==> config.mk <==
export PLATFORM = sky130hd
export DESIGN_NAME = cam_access_ctrl
export DESIGN_NICKNAME = d
export VERILOG_FILES = /design/src/rtl/cam_pkg.sv /design/src/rtl/rr_arbiter.sv /design/src/rtl/cam_access_ctrl.sv
export SDC_FILE = /design/constraint.sdc
export NUM_CORES = 1
export LEC_CHECK = 0
export BUFFER_PORTS_ARGS = -buffer_cell sky130_fd_sc_hd__buf_2
export CORE_UTILIZATION = 47
export DETAILED_ROUTE_END_ITERATION = 12
export GPL_TIMING_DRIVEN = 0
export PLACE_DENSITY = 0.86
export SKIP_LAST_GASP = 1
export SLEW_MARGIN = 30
export SYNTH_ARGS = -nofsm -noshare
export SYNTH_HDL_FRONTEND = slang
export SYNTH_HIERARCHICAL = 1
export SYNTH_SLANG_ARGS = --single-unit
==> constraint.sdc <==
create_clock -name clk -period 6 [get_ports clk]
set_input_delay 1.2 -clock clk [delete_from_list [all_inputs] [get_ports clk]]
set_output_delay 1.2 -clock clk [all_outputs]
set_load 0.01 [all_outputs]
==> src/rtl/cam_pkg.sv <==
// Shared types for the CAM access controller: operation codes, response
// status codes and the sequencing FSM states.
package cam_pkg;

    typedef enum logic [1:0] {
        OP_LOOKUP = 2'd0,
        OP_INSERT = 2'd1,
        OP_DELETE = 2'd2
    } cam_op_e;

    typedef enum logic [1:0] {
        ST_OK      = 2'd0,
        ST_FULL    = 2'd1,
        ST_EVICTED = 2'd2
    } cam_status_e;

    typedef enum logic [2:0] {
        S_IDLE   = 3'd0,
        S_SEARCH = 3'd1,
        S_EVAL   = 3'd2,
        S_WRITE  = 3'd3,
        S_RESP   = 3'd4
    } cam_ctrl_state_e;

    // The reserved encoding 3 behaves as a plain lookup.
    function automatic cam_op_e decode_op(input logic [1:0] raw);
        case (raw)
            2'd1:    decode_op = OP_INSERT;
            2'd2:    decode_op = OP_DELETE;
            default: decode_op = OP_LOOKUP;
        endcase
    endfunction

endpackage

==> src/rtl/rr_arbiter.sv <==
// Round-robin arbiter: picks the first active request at or after rr_ptr and
// advances the pointer past the winner whenever a grant is issued.
module rr_arbiter
    import cam_pkg::*;
#(
    parameter int NUM_REQ = 4
) (
    input  logic                       clk,
    input  logic                       rst,
    input  logic [NUM_REQ-1:0]         req,
    input  logic                       en,
    output logic [NUM_REQ-1:0]         grant,
    output logic [$clog2(NUM_REQ)-1:0] grant_idx,
    output logic                       grant_valid
);

    localparam int IDW = $clog2(NUM_REQ);

    logic [IDW-1:0] rr_ptr_reg;
    logic [IDW-1:0] rr_ptr_next;
    logic [IDW-1:0] sel;
    logic [IDW-1:0] cand;
    logic           found;

    always_comb begin
        found = 1'b0;
        sel   = '0;
        cand  = '0;
        for (int i = 0; i < NUM_REQ; i++) begin
            cand = IDW'((int'(rr_ptr_reg) + i) % NUM_REQ);
            if (!found && req[cand]) begin
                found = 1'b1;
                sel   = cand;
            end
        end
    end

    // Wrap explicitly so non-power-of-two requester counts stay in range.
    assign rr_ptr_next = (sel == IDW'(NUM_REQ - 1)) ? '0 : sel + 1'b1;

    always_ff @(posedge clk or negedge rst) begin
        if (!rst) begin
            rr_ptr_reg <= '0;
        end else if (en && found) begin
            rr_ptr_reg <= rr_ptr_next;
        end
    end

    assign grant_idx   = sel;
    assign grant_valid = en && found;

    generate
        for (genvar gi = 0; gi < NUM_REQ; gi++) begin : g_grant
            assign grant[gi] = grant_valid && (sel == IDW'(gi));
        end
    endgenerate

endmodule

==> src/rtl/cam_access_ctrl.sv <==
// Shares one CAM array between several requesters: arbitrates, runs a
// search, optionally writes or invalidates, and returns one tagged response.
module cam_access_ctrl
    import cam_pkg::*;
#(
    parameter int NUM_REQ       = 4,
    parameter int CAM_WIDTH     = 32,
    parameter int NUM_CELL      = 16,
    parameter int EVICT_ON_FULL = 1
) (
    input  logic                          clk,
    input  logic                          rst,
    input  logic [NUM_REQ-1:0]            req_valid,
    output logic [NUM_REQ-1:0]            req_ready,
    input  logic [NUM_REQ*2-1:0]          req_op,
    input  logic [NUM_REQ*CAM_WIDTH-1:0]  req_key,
    output logic                          rsp_valid,
    input  logic                          rsp_ready,
    output logic [$clog2(NUM_REQ)-1:0]    rsp_id,
    output logic                          rsp_hit,
    output logic [$clog2(NUM_CELL)-1:0]   rsp_idx,
    output logic [1:0]                    rsp_status,
    output logic [CAM_WIDTH-1:0]          cam_key,
    output logic                          cam_search_en,
    output logic                          cam_write_en,
    output logic                          cam_inval_en,
    output logic [$clog2(NUM_CELL)-1:0]   cam_idx,
    input  logic                          cam_hit,
    input  logic [$clog2(NUM_CELL)-1:0]   cam_hit_idx,
    input  logic                          cam_full,
    input  logic [$clog2(NUM_CELL)-1:0]   cam_free_idx
);

    localparam int IDW = $clog2(NUM_REQ);
    localparam int CIW = $clog2(NUM_CELL);

    cam_ctrl_state_e state_reg, state_next;

    logic [NUM_REQ-1:0] arb_grant;
    logic [IDW-1:0]     arb_idx;
    logic               arb_valid;
    logic               arb_en;

    cam_op_e            op_reg;
    logic [CAM_WIDTH-1:0] key_reg;
    logic [IDW-1:0]     id_reg;
    logic               hit_reg;
    logic [CIW-1:0]     idx_reg;
    cam_status_e        status_reg;
    logic               inval_reg;
    logic [CIW-1:0]     victim_reg;

    logic               need_write;
    logic               eval_inval;
    logic [CIW-1:0]     eval_idx;
    cam_status_e        eval_status;

    assign arb_en = (state_reg == S_IDLE);

    rr_arbiter #(
        .NUM_REQ(NUM_REQ)
    ) u_arb (
        .clk        (clk),
        .rst        (rst),
        .req        (req_valid),
        .en         (arb_en),
        .grant      (arb_grant),
        .grant_idx  (arb_idx),
        .grant_valid(arb_valid)
    );

    // Decision taken from the CAM result; only consumed while in EVAL.
    always_comb begin
        need_write  = 1'b0;
        eval_inval  = 1'b0;
        eval_idx    = '0;
        eval_status = ST_OK;
        case (op_reg)
            OP_INSERT: begin
                if (cam_hit) begin
                    eval_idx = cam_hit_idx;
                end else if (!cam_full) begin
                    need_write = 1'b1;
                    eval_idx   = cam_free_idx;
                end else if (EVICT_ON_FULL != 0) begin
                    need_write  = 1'b1;
                    eval_idx    = victim_reg;
                    eval_status = ST_EVICTED;
                end else begin
                    eval_status = ST_FULL;
                end
            end
            OP_DELETE: begin
                if (cam_hit) begin
                    need_write = 1'b1;
                    eval_inval = 1'b1;
                    eval_idx   = cam_hit_idx;
                end
            end
            default: begin
                if (cam_hit) begin
                    eval_idx = cam_hit_idx;
                end
            end
        endcase
    end

    always_ff @(posedge clk or negedge rst) begin
        if (!rst) begin
            state_reg <= S_IDLE;
        end else begin
            state_reg <= state_next;
        end
    end

    always_comb begin
        state_next = state_reg;
        case (state_reg)
            S_IDLE:   if (arb_valid) state_next = S_SEARCH;
            S_SEARCH: state_next = S_EVAL;
            S_EVAL:   state_next = need_write ? S_WRITE : S_RESP;
            S_WRITE:  state_next = S_RESP;
            S_RESP:   if (rsp_ready) state_next = S_IDLE;
            default:  state_next = S_IDLE;
        endcase
    end

    always_comb begin
        req_ready     = '0;
        cam_search_en = 1'b0;
        cam_write_en  = 1'b0;
        cam_inval_en  = 1'b0;
        rsp_valid     = 1'b0;
        case (state_reg)
            S_IDLE:   req_ready     = arb_grant;
            S_SEARCH: cam_search_en = 1'b1;
            S_WRITE: begin
                cam_write_en = !inval_reg;
                cam_inval_en = inval_reg;
            end
            S_RESP:   rsp_valid     = 1'b1;
            default: ;
        endcase
    end

    // Capture registers; key stays put from SEARCH through WRITE.
    always_ff @(posedge clk or negedge rst) begin
        if (!rst) begin
            op_reg     <= OP_LOOKUP;
            key_reg    <= '0;
            id_reg     <= '0;
            hit_reg    <= 1'b0;
            idx_reg    <= '0;
            status_reg <= ST_OK;
            inval_reg  <= 1'b0;
            victim_reg <= '0;
        end else begin
            if (state_reg == S_IDLE && arb_valid) begin
                op_reg  <= decode_op(req_op[arb_idx*2 +: 2]);
                key_reg <= req_key[arb_idx*CAM_WIDTH +: CAM_WIDTH];
                id_reg  <= arb_idx;
            end
            if (state_reg == S_EVAL) begin
                hit_reg    <= cam_hit;
                idx_reg    <= eval_idx;
                status_reg <= eval_status;
                inval_reg  <= eval_inval;
                if (eval_status == ST_EVICTED) begin
                    victim_reg <= victim_reg + 1'b1;
                end
            end
        end
    end

    assign cam_key    = key_reg;
    assign cam_idx    = idx_reg;
    assign rsp_id     = id_reg;
    assign rsp_hit    = hit_reg;
    assign rsp_idx    = idx_reg;
    assign rsp_status = status_reg;

endmodule
# Word level (Yosys, flattened, before mapping)
# Index checks and enable logic that the tools add are counted.
# op_classes
n_lt_le_gt_ge	4
n_reduce_logical	17
eq_ne	14
n_shift	2
muxes	38
add_sub_neg	5
# op_table
cell	count
$shiftx 128x8->32	1
$mux 4	5
$mux 2	8
$mux 1	15
$pmux 3 s5	1
$lt 2x3->1 const B	4
$eq 2x2->1 const B	5
$logic_and 1x1->1	9
$mux 3	3
$bmux 1 s2	4
$shiftx 8x4->2	1
$eq 2x1->1 const B	3
$eq 3x2->1 const B	2
$add 2x1->2 const B	2
$add 2x2->2 const B	2
$add 4x1->4 const B	1
$logic_not 1->1	4
$ne 2x2->1 const B	2
$pmux 2 s2	1
$reduce_and 2->1	2
$eq 3x1->1 const B	1
$eq 3x3->1 const B	1
$logic_not 3->1	1
$logic_not 2->1	1
$pmux 1 s2	1
# totals
word_cells	90
regBits	53
input_bits	153

# Longest topological paths before layout
# logic_depth
ltp_word	15
mapped_depth	10
ltp_nobuf	7

# Cells and area by module
# The synthesis kept the hierarchy.
# by_module_without_submodules
mod	instances	area_per_inst_um2	cells_each
cam_access_ctrl	1	3131.8	306
rr_arbiter	1	261.5	31

# Worst setup path before layout
# No wires, ideal clock.
# synth_path
kind	input to output
startpoint	in req_valid[2]
endpoint	out req_ready[3]
path_buffers	0
path_stages	5
arrival_ns	2.466
required_time_ns	4.800
path_slack_ns	2.334
cell_sequence	or4_4 and2_2 ha_1 and3_2 and2_1
# synth_via
elab_chain_len	15
# synth_rtl
item	line_no	source
start, declared	cam_access_ctrl.sv:13	input logic [NUM_REQ-1:0] req_valid,
$bmux 1 s2	rr_arbiter.sv:31	if (!found && req[cand]) begin
$mux 1 (not written as such)	rr_arbiter.sv:31	
$mux 1	rr_arbiter.sv:31	
$logic_not 1->1	rr_arbiter.sv:31	
$logic_and 1x1->1	rr_arbiter.sv:31	
$mux 1	rr_arbiter.sv:31	
$logic_not 1->1	rr_arbiter.sv:31	
$logic_and 1x1->1	rr_arbiter.sv:31	
$mux 1	rr_arbiter.sv:31	
$logic_not 1->1	rr_arbiter.sv:31	
$logic_and 1x1->1	rr_arbiter.sv:31	
$mux 2 (*)	rr_arbiter.sv:31	
net arb_idx[0]	cam_access_ctrl.sv:40	logic [IDW-1:0] arb_idx;
$eq 2x2->1 (*)	rr_arbiter.sv:54	assign grant[gi] = grant_valid && (sel == IDW'(gi));
$logic_and 1x1->1 (*)	rr_arbiter.sv:54	
net arb_grant[3]	cam_access_ctrl.sv:39	logic [NUM_REQ-1:0] arb_grant;
$mux 4 (*)	cam_access_ctrl.sv:134	case (state_reg)
end, declared	cam_access_ctrl.sv:14	output logic [NUM_REQ-1:0] req_ready,
# Mark *: on every way through the listed nets, which the timed path passes. The rest lies on a longest branch. The select of a mux whose other input is x is not followed.

# Final worst setup path
# Ends and elaborated chain as after synthesis.

==> results.json <==
{
  "outcome": "complete, no violations",
  "dp.cells": 635,
  "critPathRequiredTime_ns": 4.80,
  "hold_end": "cam_key[30]",
  "reg2reg_from": "state_reg[0]",
  "drt_iter0_drc": 123,
  "p_leak_nw": 2.44,
  "yosys-top-cells-area": "dfrtp_1 (38%), mux2i_1 (11%), mux4_2 (9.3%)",
  "ys_seq_area_frac": 0.383,
  "clkPwrFrac": 0.095,
  "vdd_ir_drop_max_mv": 0.234,
  "cp_max_fo": 7,
  "yosysWarnings": 6,
  "report.power.total_mw": 2.24,
  "yosysTopAreaCellShare": 0.383,
  "die-area_sq_um": 7560,
  "p_switching_mw": 0.975,
  "fmax_mhz": 253,
  "yosys-top-cells-count": "nand2_1 (56), dfrtp_1 (52), mux2i_1 (37)",
  "antenna_found_initial": 0,
  "hold_viol_final": 0,
  "timing.final.ws_setup_ns": 2.05,
  "place_ws_ns": 2.05,
  "cts_hold_buf": 0,
  "viasPerCell": 5.39,
  "reg2reg_to": "cam_key[17]",
  "grt_pass1_wl_mm": 16.0,
  "drc": 0,
  "ys_types": 47,
  "synth_area_sq_um": 3390,
  "io_buffers": 202,
  "grtUsageTotal": 0.273,
  "worstMarginPinSlew_ns": 0.812,
  "fp.dieW_um": 87.0,
  "cts_tree": "done",
  "clk_pin_slew_worst_paths_ns": 0.09,
  "cp-start-kind": "primary input",
  "async_reset_ff_frac": 1.00,
  "maxCapViolations": 0,
  "r2r_cells": 9,
  "drive_gt1_frac": 0.481,
  "powerDensity_nw_per_um2": 484,
  "cts-root-buf": "clkbuf_8",
  "overflow": 0,
  "fin_crit_sh": 0.658,
  "switching_share": 0.436,
  "die_h_um": 87.0,
  "hold_path_class": "flip-flop to flip-flop",
  "synth_top_area_cell": "dfrtp_1",
  "routed_wl_mm": 9.88,
  "syn_avg_cell_area_sq_um": 10.1,
  "min-delay-start": "cam_key[30]",
  "fin_nets": 704,
  "crit_arrival_ns": 2.75,
  "num_io_pins": 206,
  "core_sq_um": 6870,
  "grt_start_max_net_pins": 53,
  "synth-main-ff-cell": "dfrtp_1",
  "crit_type": "primary input to output pin",
  "layout_min_cycle_time_ns": 3.95,
  "clock_latency_ns": 0.30,
  "cts.repair.resized": 0,
  "post-cts-setup-buffers": 0,
  "num_rows": 30,
  "skew_ns": 0.00403,
  "synth_edf_count": 0,
  "instances_no_fill": 643,
  "detail_route.wl_per_cell_um": 15.4,
  "internal-power_mw": 1.26,
  "synth_nets": 495,
  "setup_viol": 0,
  "p_comb_frac": 0.631,
  "whs_path_depth": 2,
  "antenna_cells": 0,
  "initial_core_util": 0.494,
  "slew_violations": 0,
  "globalplace.congestion": 0.771,
  "clkSinkCount": 52,
  "synth_cells": 337,
  "vias": 3463,
  "hpwl_mm": 7.91,
  "ant_nets": 0,
  "rrSetupSlack_ns": 3.09,
  "slew_headroom": 0.454,
  "seqPwrFrac": 0.274,
  "drtPass1Iterations": 4,
  "largest_reg_flops": 32,
  "first_global_vias": 3541,
  "tns_ns": 0,
  "synth_seq_cells": 52,
  "utilization": 0.673,
  "rsz0062_at_grt": "no",
  "htree_levels": 2,
  "synth_most_common_cell": "nand2_1",
  "worstSetupEndpointType": "output pin",
  "clockBufferDepth": 2,
  "cts_made_buffers": 5,
  "area_growth_pct": 36.2
}
[worst max-delay path by stage]
stage                         to         start  slack, ns  cells after the start
detailed placement  req_ready[3]  req_valid[2]       2.05                      7
CTS                 req_ready[3]  req_valid[2]       2.05                      7
floorplan           req_ready[3]  req_valid[2]       2.33                      5
global route        req_ready[3]  req_valid[2]       2.00                      7
finish              req_ready[3]  req_valid[2]       2.05                      7
global placement    req_ready[3]  req_valid[2]       2.07                      7
[cell usage in the layout, fill, tap and decap left out, drive strengths merged, types with 2 or more instances in the layout]
cell type  instances
a211o              2
a21oi              2
a221o             18
a221oi             6
and2               6
and3               6
buf              222
clkbuf            19
dfrtp             52
ha                 5
inv                8
mux2               6
mux2i             37
mux4              14
nand2             57
nand3              2
nand3b             3
nand4              3
nor2              31
nor3              19
nor3b              4
nor4b              2
o21ai              2
or3b               4
xnor2              3
[metrics by stage]
stage	hold slack (ns)	instance area, sq um
finish	0.480	4620
CTS	0.481	4620
floorplan	0.440	3390
global placement	0.454	4520
detailed placement	0.456	4530
global route	0.499	4620
[layout make-up]
class                      instances  area [sq um]
multi-input combinational        245          1880
sequential                        52          1300
tap                               96           120
timing repair buffer             202          1010
fill                             589          2250
clock inverter                     2          13.8
inverter                           7          26.3
buffer                            33           184
clock buffer                       6          82.6
[cell families after synthesis]
group,share of synthesized area
and+or+nand+nor,0.204
muxes,0.222
DFF,0.383
buffers and inverters,0.0619
AOI/OAI and AO/OA,0.102
adders and majority gates,0.0184
xor gates and xnor gates,0.00774
other,0.00111
[worst max-delay path, cell delays in order]
cell	delay, ns
buf_2	0.12
or4_4	0.59
and2_2	0.22
ha_1	0.19
and3_2	0.17
and2_1	0.12
buf_2	0.13
[power groups by stage]
stage          registers (mW)  logic, mW  clock network (mW)
6_report                0.612       1.41               0.214
3_3_place_gp            0.611       1.38                   0
4_1_cts                 0.611       1.43               0.219
2_1_floorplan           0.667      0.936                   0
5_1_grt                 0.632       1.56               0.231
3_5_place_dp            0.614       1.43                   0
[metal layers]
metal | part of all wire | up-vias | track usage
li1 | - | 1634 | -
met1 | 0.38 | 1630 | 0.311
met2 | 0.52 | 168 | 0.494
met3 | 0.060 | 31 | 0.0502
met4 | 0.036 | 0 | 0.126
met5 | 0 | - | 0
Power figures use the tool's default switching activity.
